## src/rtl/instr_fetch.sv

```systemverilog
// Instruction fetch stage for a byte-wide synchronous ROM.
// Walks four consecutive byte addresses per instruction, absorbs the ROM's
// one-cycle read latency and assembles a little-endian 32-bit word that is
// handed to decode over a valid/ready handshake. A redirect port restarts
// fetch at a new word-aligned address.
//
// Handshake: instr/instr_pc are held stable while instr_valid=1; a transfer
// happens on a rising edge where instr_valid & instr_ready are both high, and
// instr_valid only falls after a transfer, a redirect or reset.
module instr_fetch #(
  parameter int                       ADDRESS_WIDTH = 14,
  parameter logic [ADDRESS_WIDTH-1:0] RESET_PC      = '0
) (
  input  logic                     clk,
  input  logic                     rst_n,
  output logic [ADDRESS_WIDTH-1:0] rom_addr,
  input  logic [7:0]               rom_data,
  output logic [31:0]              instr,
  output logic [31:0]              instr_pc,
  output logic                     instr_valid,
  input  logic                     instr_ready,
  input  logic                     redirect_valid,
  input  logic [ADDRESS_WIDTH-1:0] redirect_pc,
  output logic                     dbg_state
);

  typedef enum logic {
    FETCH = 1'b0,
    HOLD  = 1'b1
  } state_t;

  localparam logic [ADDRESS_WIDTH-1:0] OFF3  = ADDRESS_WIDTH'(3);
  localparam logic [ADDRESS_WIDTH-1:0] OFF4  = ADDRESS_WIDTH'(4);
  localparam logic [ADDRESS_WIDTH-1:0] ALIGN = ~ADDRESS_WIDTH'(3);

  state_t                   state, state_nxt;
  logic [2:0]               cnt, cnt_nxt;
  logic [ADDRESS_WIDTH-1:0] fetch_pc, pc_nxt;
  logic                     valid_nxt;
  logic [31:0]              instr_buf;
  logic                     cap_en;
  logic [1:0]               byte_sel;

  // State register.
  always_ff @(posedge clk or negedge rst_n) begin
    if (!rst_n) state <= FETCH;
    else        state <= state_nxt;
  end

  // Next-state and datapath control: byte walk, handshake and redirect.
  always_comb begin
    state_nxt = state;
    cnt_nxt   = cnt;
    pc_nxt    = fetch_pc;
    valid_nxt = instr_valid;
    cap_en    = 1'b0;
    case (state)
      FETCH: begin
        // cnt=0 sees the byte of a stale address, so it is never captured.
        if (cnt != 3'd0) cap_en = 1'b1;
        if (cnt < 3'd4) begin
          cnt_nxt = cnt + 3'd1;
        end else begin
          state_nxt = HOLD;
          valid_nxt = 1'b1;
        end
      end
      HOLD: begin
        if (instr_valid && instr_ready) begin
          pc_nxt    = fetch_pc + OFF4;
          cnt_nxt   = 3'd0;
          state_nxt = FETCH;
          valid_nxt = 1'b0;
        end
      end
      default: begin
        state_nxt = FETCH;
        cnt_nxt   = 3'd0;
        valid_nxt = 1'b0;
      end
    endcase
    // Redirect wins over the sequential pc; a coincident handshake still
    // counts as taken because valid was high on that edge.
    if (redirect_valid) begin
      pc_nxt    = redirect_pc & ALIGN;
      cnt_nxt   = 3'd0;
      state_nxt = FETCH;
      valid_nxt = 1'b0;
      cap_en    = 1'b0;
    end
  end

  // cnt=1..4 captures bytes 0..3; the low two bits of cnt-1 pick the lane.
  assign byte_sel = cnt[1:0] - 2'd1;

  // Fetch pointer, byte counter, valid flag and instruction assembly buffer.
  always_ff @(posedge clk or negedge rst_n) begin
    if (!rst_n) begin
      fetch_pc    <= RESET_PC;
      cnt         <= 3'd0;
      instr_valid <= 1'b0;
      instr_buf   <= 32'd0;
    end else begin
      fetch_pc    <= pc_nxt;
      cnt         <= cnt_nxt;
      instr_valid <= valid_nxt;
      if (cap_en) instr_buf[{byte_sel, 3'b000} +: 8] <= rom_data;
    end
  end

  // Outputs: ROM address walks pc..pc+3 and parks on pc+3 while waiting.
  always_comb begin
    rom_addr  = fetch_pc + OFF3;
    dbg_state = state;
    if (state == FETCH && cnt <= 3'd3) rom_addr = fetch_pc + ADDRESS_WIDTH'(cnt);
  end

  assign instr    = instr_buf;
  assign instr_pc = {{(32-ADDRESS_WIDTH){1'b0}}, fetch_pc};

endmodule

```

## config.mk

```make
export PLATFORM = sky130hd
export DESIGN_NAME = instr_fetch
export DESIGN_NICKNAME = d
export VERILOG_FILES = /design/src/rtl/instr_fetch.sv
export SDC_FILE = /design/constraint.sdc
export NUM_CORES = 1
export LEC_CHECK = 0
export ABC_CLOCK_PERIOD_IN_PS = 4150
export BUFFER_PORTS_ARGS = -buffer_cell sky130_fd_sc_hd__buf_2
export CAP_MARGIN = 20
export CORE_MARGIN = 2
export CORE_UTILIZATION = 45
export DETAILED_ROUTE_END_ITERATION = 10
export PLACE_DENSITY = 0.75
export SYNTH_ARGS = -nofsm -noshare
export SYNTH_HDL_FRONTEND = slang
export SYNTH_SLANG_ARGS = --single-unit
```

## constraint.sdc

```tcl
create_clock -name clk -period 4.15 [get_ports clk]
set_clock_uncertainty 0.2 [all_clocks]
set_input_delay 0.2075 -clock clk [delete_from_list [all_inputs] [get_ports clk]]
set_output_delay 0.2075 -clock clk [all_outputs]
set_load 0.05 [all_outputs]
```

# == Word level (Yosys, flattened, before mapping) ==
# Cells that the tools add are included.
# word_totals
register_bits,51
input_bits,26
out_inout_bits,80
# op_classes
n_addsub,6
order_cmp,2
eq_ne,3
shift,2
n_mux,20
bitwise,1
n_reduce_logical,8
# op_table
op,n
$mux W14,4
$bwmux W32,1
$shift A8 B7 Y32 const A,1
$shiftx A8 B7 Y32,1
$add A14 B2 Y14 const B,1
$add A14 B3 Y14,1
$add A14 B3 Y14 const B,1
$mux W1,9
$mux W3,3
$neg A5 Y7,1
$ne A3 B3 Y1 const B,2
$pmux W3 S2,1
$reduce_and A2 Y1,3
$pmux W1 S2,2
$reduce_bool A2 Y1,2
$add A3 B1 Y3 const B,1
$le A3 B2 Y1 const B,1
$lt A3 B3 Y1 const B,1
$ne A3 B2 Y1 const B,1
$reduce_bool A3 Y1,1
$logic_and A1 B1 Y1,2
$sub A2 B1 Y2 const B,1
$not A1 Y1,1

# == Depth between registers and ports, before layout ==
# Gate-level depths: netlist (run 1).
# depth
depth_word,4
mapped_depth,10
depth_no_buf,10

# == Least setup slack after synthesis (run 1) ==
# Ideal clock, no wire load.
# synth_timing
path_type,flip-flop to output port
from,register cnt[0]
to,output rom_addr[11]
t_arrival_ns,2.572
t_required_ns,3.743
path_slack_ns,1.170
path_stages_with_launch,10
path_cell_list,dfrtp_1 ha_1 ha_1 inv_1 nor3_1 ha_1 inv_1 or3_4 nor2_1 xor2_1
# synth_via
elab_chain_len,3
elab_cells_between_ends,4
# synth_rtl
element,line,source
from (decl),37,"logic [2:0] cnt, cnt_nxt;"
from (signal assigned),105,cnt <= cnt_nxt;
branches (longest 2 deep; another with $add A14 B3 Y14),--,
$mux W14 (*),115,if (state == FETCH && cnt <= 3'd3) rom_addr = fetch_pc + ADDRESS_WIDTH'(cnt);
to (decl),16,"output logic [ADDRESS_WIDTH-1:0] rom_addr,"
# Every way passes the cells marked *.

# == Final worst setup path (run 1) ==
# layout_timing
from,register cnt[0]
to,output rom_addr[13]
# Same word-level chain as after synthesis.

==> flow_summary.toml, run 1 <==
[synth]
synth_flop_cell = "dfrtp_1"
seq_area_frac_synth_pct = 46.4
synthArstFlopShare_pct = 100
ys_ff_latch = 49
syn_area_per_cell_um2 = 9.24
synthAdderAreaFrac_pct = 4.26
synth.area.top_cells = "dfrtp_1 46%, nand2_1 9.9%, o21ai_0 6.6%"
synth.most_common_cell = "nand2_1"
synthMuxAreaShare_pct = 0.379
synth_top_area_share_pct = 46.4
synth_cells = 286
synth_xor_xnor_area_share_pct = 7.62
yosys_warnings = 0
synth_compound_area_share_pct = 11.2
synth_cell_types = 35
synthTopCellsByCount = "70 x nand2_1, 49 x dfrtp_1, 35 x o21ai_0"
syn_area_um2 = 2640
synth_area_leader_cell = "dfrtp_1"
synth-edff-count = 0
yosys.area_share.simple_pct = 21.6
synth_top_family_by_area = "simple AND/OR/NAND/NOR gates"

[clock_network]
clockBufferDepth = 2
cts_tree = "done"
post_cts_resized = 0
cts_buffers = 5
insertion_delay_ns = 0.30
hold_buffers = 21
htreeDepth = 2
post_cts_buffers = 0
path_clk_slew_ns = 0.09
cts-root-buf = "clkbuf_8"
cts_sinks = 49

[global_route]
grt_usage_pct = 19.6
grt_pass1_wl_mm = 9.88
antenna_found_initial = 0
top_usage_layer = "met2"
use_met2_pct = 33.5
grt_overflow_total = 0
grt_max_degree = 50
grt_util_met1_pct = 25.1
first_global_vias = 2138
use_met3_pct = 3.48

[cells_and_area]
syn_to_final_growth_pct = 27.1
num_antenna_cells = 0
drive_gt1_share_pct = 26.6
nNetsFinal = 422
fillers = 522

[critical_path]
end_kind = "output pin"
reg2reg_from = "cnt[0]"
crit_buf_inv = 3
cpMaxStageDelayCell = "dfrtp_1"
required_ns = 3.74
crit_top_cell = "ha_1"
max_stage_delay_ns = 0.51
critPathKind = "register to output pin"
cp-start-kind = "register"
rrSetupSlack_ns = 1.95
path_cells = "ha_1, ha_1, inv_1, nor3_1, ha_1, inv_1, or3_4, nor2_2, xor2_1, buf_2"
crit_fanout = 7
worst_ep_arrival_time_ns = 2.80
cpLargestDelayFamily = "simple AND/OR/NAND/NOR gates"
crit_start = "cnt[0]"

[die]
ios = 106
fp.dieH_um = 80.7
rows = 27
start_util_pct = 47.4
fp.dieW_um = 80.7
core-area_um2 = 5570
die_area_um2 = 6500

[sta]
rsz0062_at_grt = "false"
worst_pin_slew_ns = 0.538
tns_ns = 0
slew_headroom_pct = 63.9
drv_slew = 0
period_needed_ns = 3.21
timing.hold.ws_ns = 0.0698
final-hold-violation-count = 0
setup_violations = 0
timing.final.crit_share_pct = 77.4
fmax_ghz = 0.311

[hold_path]
worstHoldStart = "instr_ready"
hp-class = "primary input to register"

[routing]
vias = 2272
first_pass_iters = 4
wl_per_cell_um = 13.2
vias_per_cell = 4.95
drc = 0
ant_nets = 0
drt_iter0_drc = 84
routed_wl_mm = 6.07

[placement]
dpl.hpwl_mm = 4.23
port_buffers = 83
place_congestion = 0.796

[power]
peakVddDrop_mv = 0.411
powerDensity_nw_per_um2 = 581
p_leak_uw = 0.00164

[run]
cap_violations = 0

[status]
status = "finished clean"
-- area by class of cell --
type	count	area, um^2	share of cell area (%)
clock buffers	5	68.8	2.05
clock inverters	2	35.0	1.04
inverters	6	22.5	0.670
multi-input cells	220	1270	37.8
flip-flops and latches	49	1230	36.5
well taps	72	90.1	2.68
repair buffers	105	646	19.2
-- worst register-to-register path: stages (launching register included) --
cell and delay (ns):
dfrtp_1 0.51, inv_1 0.19, ha_1 0.45, nor3b_2 0.49, nand2_1 0.09, o21ai_0 0.18
-- through the flow --
stage,utilization [%],instances,worst slack (ns),instance area [um^2],power [uW]
global placement,54.3,430,1.32,3030,1600
finish,60.3,459,0.940,3360,1950
global route,60.3,459,0.781,3360,2070
floorplan,-,306,1.17,2720,1430
CTS,59.9,458,0.931,3340,1970
detailed placement,54.3,430,1.29,3030,1620
-- state kept, by name, summed over array words and instances, names as in the netlist --
register and count:
cnt 3, dbg_state 1, fetch_pc 12, instr 32
instr_valid 1
-- power breakdown --
group | total [uW] | leakage (uW) | internal, uW | switching, uW
clock | 331 | 0.0000540 | 175 | 156
combinational | 957 | 0.000939 | 242 | 715
sequential | 665 | 0.000651 | 569 | 96.1
total | 1950 | 0.00164 | 986 | 967
-- final timing paths --
kind / cells after the start / endpoint
max: 10 / rom_addr[13]
min: 4 / cnt[2]
max reg2reg: 5 / instr[14]
min reg2reg: 2 / instr[22]
max in group asynchronous: 3 / instr[9]
min in group asynchronous: 2 / instr[16]
-- layout by cell type, fill, tap and decap left out, types with 2 or more instances in the layout --
cell           instances
clkbuf_8               5
inv_1                  6
nor3_1                 6
buf_2                 83
nor4_2                 2
nor2_1                10
a21oi_1                5
o21ai_0               35
nand3_1                6
ha_1                   9
nand2_1               70
o21ai_1                2
xnor2_1               14
nand3_2                2
dfrtp_1               49
conb_1                21
nand4_1                4
nand3_4                2
nand2b_1               2
a22o_1                 8
dlygate4sd3_1         21
xor2_1                 9
-- metal layers --
layer	vias up	part of all wire, %	routed length, um
met5	-	0	0
met4	0	1.2	70
met3	9	6.9	419
met2	92	49	2960
met1	1053	43	2620
li1	1118	-	-
-- cell families (layout without fill, tap and decap cells) --
group                    count (synthesis)  after routing
buffers and inverters                   37            118
AND/OR/NAND/NOR                        114            114
flip-flops                              49             49
XOR/XNOR                                23             23
other                                    1             21
adder cells (fa/ha/maj)                  9              9
AO/OA/AOI/OAI                           52             52
multiplexers                             1              1
Power figures use the tool's default switching activity.
==> run 2: changes to the inputs <==
- ABC_CLOCK_PERIOD_IN_PS: 4150 -> 2900
- CORE_UTILIZATION: 45 -> 44
- PLACE_DENSITY: 0.75 -> 0.77
- clock period: 4.15 -> 2.9 ns (I/O delays scaled with it)
==> flow_summary.toml, run 2 (same netlist as run 1, synthesis figures left out) <==
[sta]
drv_slew = 0
timing.final.crit_share_pct = 95.5
slew_headroom_pct = 66.0
setup_violations = 0
worst_pin_slew_ns = 0.509
fmax_ghz = 0.361
timing.hold.ws_ns = 0.0576
rsz0062_at_grt = "false"
period_needed_ns = 2.77
tns_ns = 0
final-hold-violation-count = 0

[cells_and_area]
num_antenna_cells = 0
nNetsFinal = 429
layout_commonest_cell = "buf_2"
syn_to_final_growth_pct = 30.3
multiInputGateArea_um2 = 1300
drive_gt1_share_pct = 29.1
fin_util_pct = 58.9
ff_latch_area_um2 = 1230
largest_register_ffs = 32
final_cells = 470
final_cell_mix = "81 x buf_2, 70 x nand2_1, 48 x dfrtp_1"
fillers = 525

[status]
status = "finished clean"

[critical_path]
crit_buf_inv = 2
critPathKind = "register to output pin"
cpLargestDelayFamily = "adder cells"
path_cells = "ha_1, ha_1, inv_1, nor3_1, ha_2, a21o_1, nand2b_1, nor3_1, xor2_1, buf_2"
cpMaxStageDelayCell = "dfrtp_1"
max_stage_delay_ns = 0.36
worst_ep_arrival_time_ns = 2.43
required_ns = 2.56
cp-start-kind = "register"
crit_fanout = 4
end_kind = "output pin"

[routing]
vias_per_cell = 4.87
vias = 2289
ant_nets = 0
first_pass_iters = 4
routed_wl_mm = 6.23
wl_per_cell_um = 13.3
drc = 0
drt_iter0_drc = 95

[clock_network]
insertion_delay_ns = 0.30
cts_sinks = 49
cts-root-buf = "clkbuf_8"
cts_buffers = 5
clockBufferDepth = 2
path_clk_slew_ns = 0.09
htreeDepth = 2
cts_tree = "done"

[global_route]
grt_usage_pct = 19.4
grt_overflow_total = 0
grt_pass1_wl_mm = 9.89
antenna_found_initial = 0
grt_max_degree = 50
first_global_vias = 2107

[power]
p_leak_uw = 0.00166
peakVddDrop_mv = 0.555
powerDensity_nw_per_um2 = 805
totalPowerFinal_uw = 2780

[placement]
place_congestion = 0.791
port_buffers = 83
dpl.hpwl_mm = 4.36
placed_cells = 435

[run]
cap_violations = 0

[die]
start_util_pct = 45.2
core-area_um2 = 5850
ios = 106
fp.dieW_um = 81.5
rows = 28
die_area_um2 = 6640
fp.dieH_um = 81.5

[hold_path]
hp-class = "primary input to async pin"
-- run 2: changes by cell type in the layout (fill, tap and decap cells not counted), moves of 2 or more --
cell	delta
buf_2	-2
buf_4	+6
buf_6	+2
clkinvlp_4	+2
nor2_4	+2
xor2_1	-2
xor2_2	+2
-- run 2: final timing paths --
check                                from      endpoint  slack, ns  cells past startpoint
setup reg to reg                   cnt[0]     instr[12]       0.82                      6
hold reg to reg                  instr[8]      instr[8]       0.28                      2
max in group asynchronous           rst_n        cnt[2]       1.93                      3
setup / recovery                   cnt[1]  rom_addr[12]       0.13                     10
min in group clk           redirect_valid   instr_valid       0.10                      2
hold / removal                      rst_n      instr[5]       0.06                      2
-- run 2: final cells by class --
| class | instances | share of cell area, % |
|---|---|---|
| multi-input combinational | 220 | 37.8 |
| timing repair buffer | 112 | 20.7 |
| clock buffer | 6 | 2.11 |
| inverter | 6 | 0.654 |
| tap | 75 | 2.72 |
| clock inverter | 2 | 0.436 |
| sequential | 49 | 35.6 |
-- run 2: worst register-to-register path, delay by kind of cell (launching register included) --
family / cells / cell delay [ns]
simple gates: 2 / 0.56
fa+ha+maj: 1 / 0.43
flops: 1 / 0.36
buf+inv: 2 / 0.28
compound gates: 1 / 0.17
-- run 2: what timing repair did --
item / 4_1_cts / 5_1_grt
buffers inserted: 0 / 4
hold endpoints to repair: 95 / 0
pin swaps: 0 / 1
resized for setup: 4 / 6
setup endpoints to repair: 2 / 7
hold buffers: 22 / 0
-- run 2: power by group --
group / switching (uW) / internal (uW) / total, uW
Clock: 228 / 170 / 398
Sequential: 109 / 816 / 925
Combinational: 1070 / 383 / 1450
Total: 1410 / 1370 / 2780
-- run 2: stage by stage --
| step | instance area, um^2 | setup slack, ns |
|---|---|---|
| after global placement | 3060 | 0.270 |
| final | 3450 | 0.129 |
| after floorplan | 2730 | 0.0366 |
| after CTS | 3380 | 0.000641 |
| after global routing | 3450 | 0.00593 |
| after detailed placement | 3060 | 0.247 |
-- run 2: per-layer routing --
layer	up-vias	routed length, um	track usage (%)
met4	0	82	5.42
met2	85	3050	33.9
met3	10	421	4.51
li1	1132	-	-
met1	1062	2670	24.0
met5	-	0	0
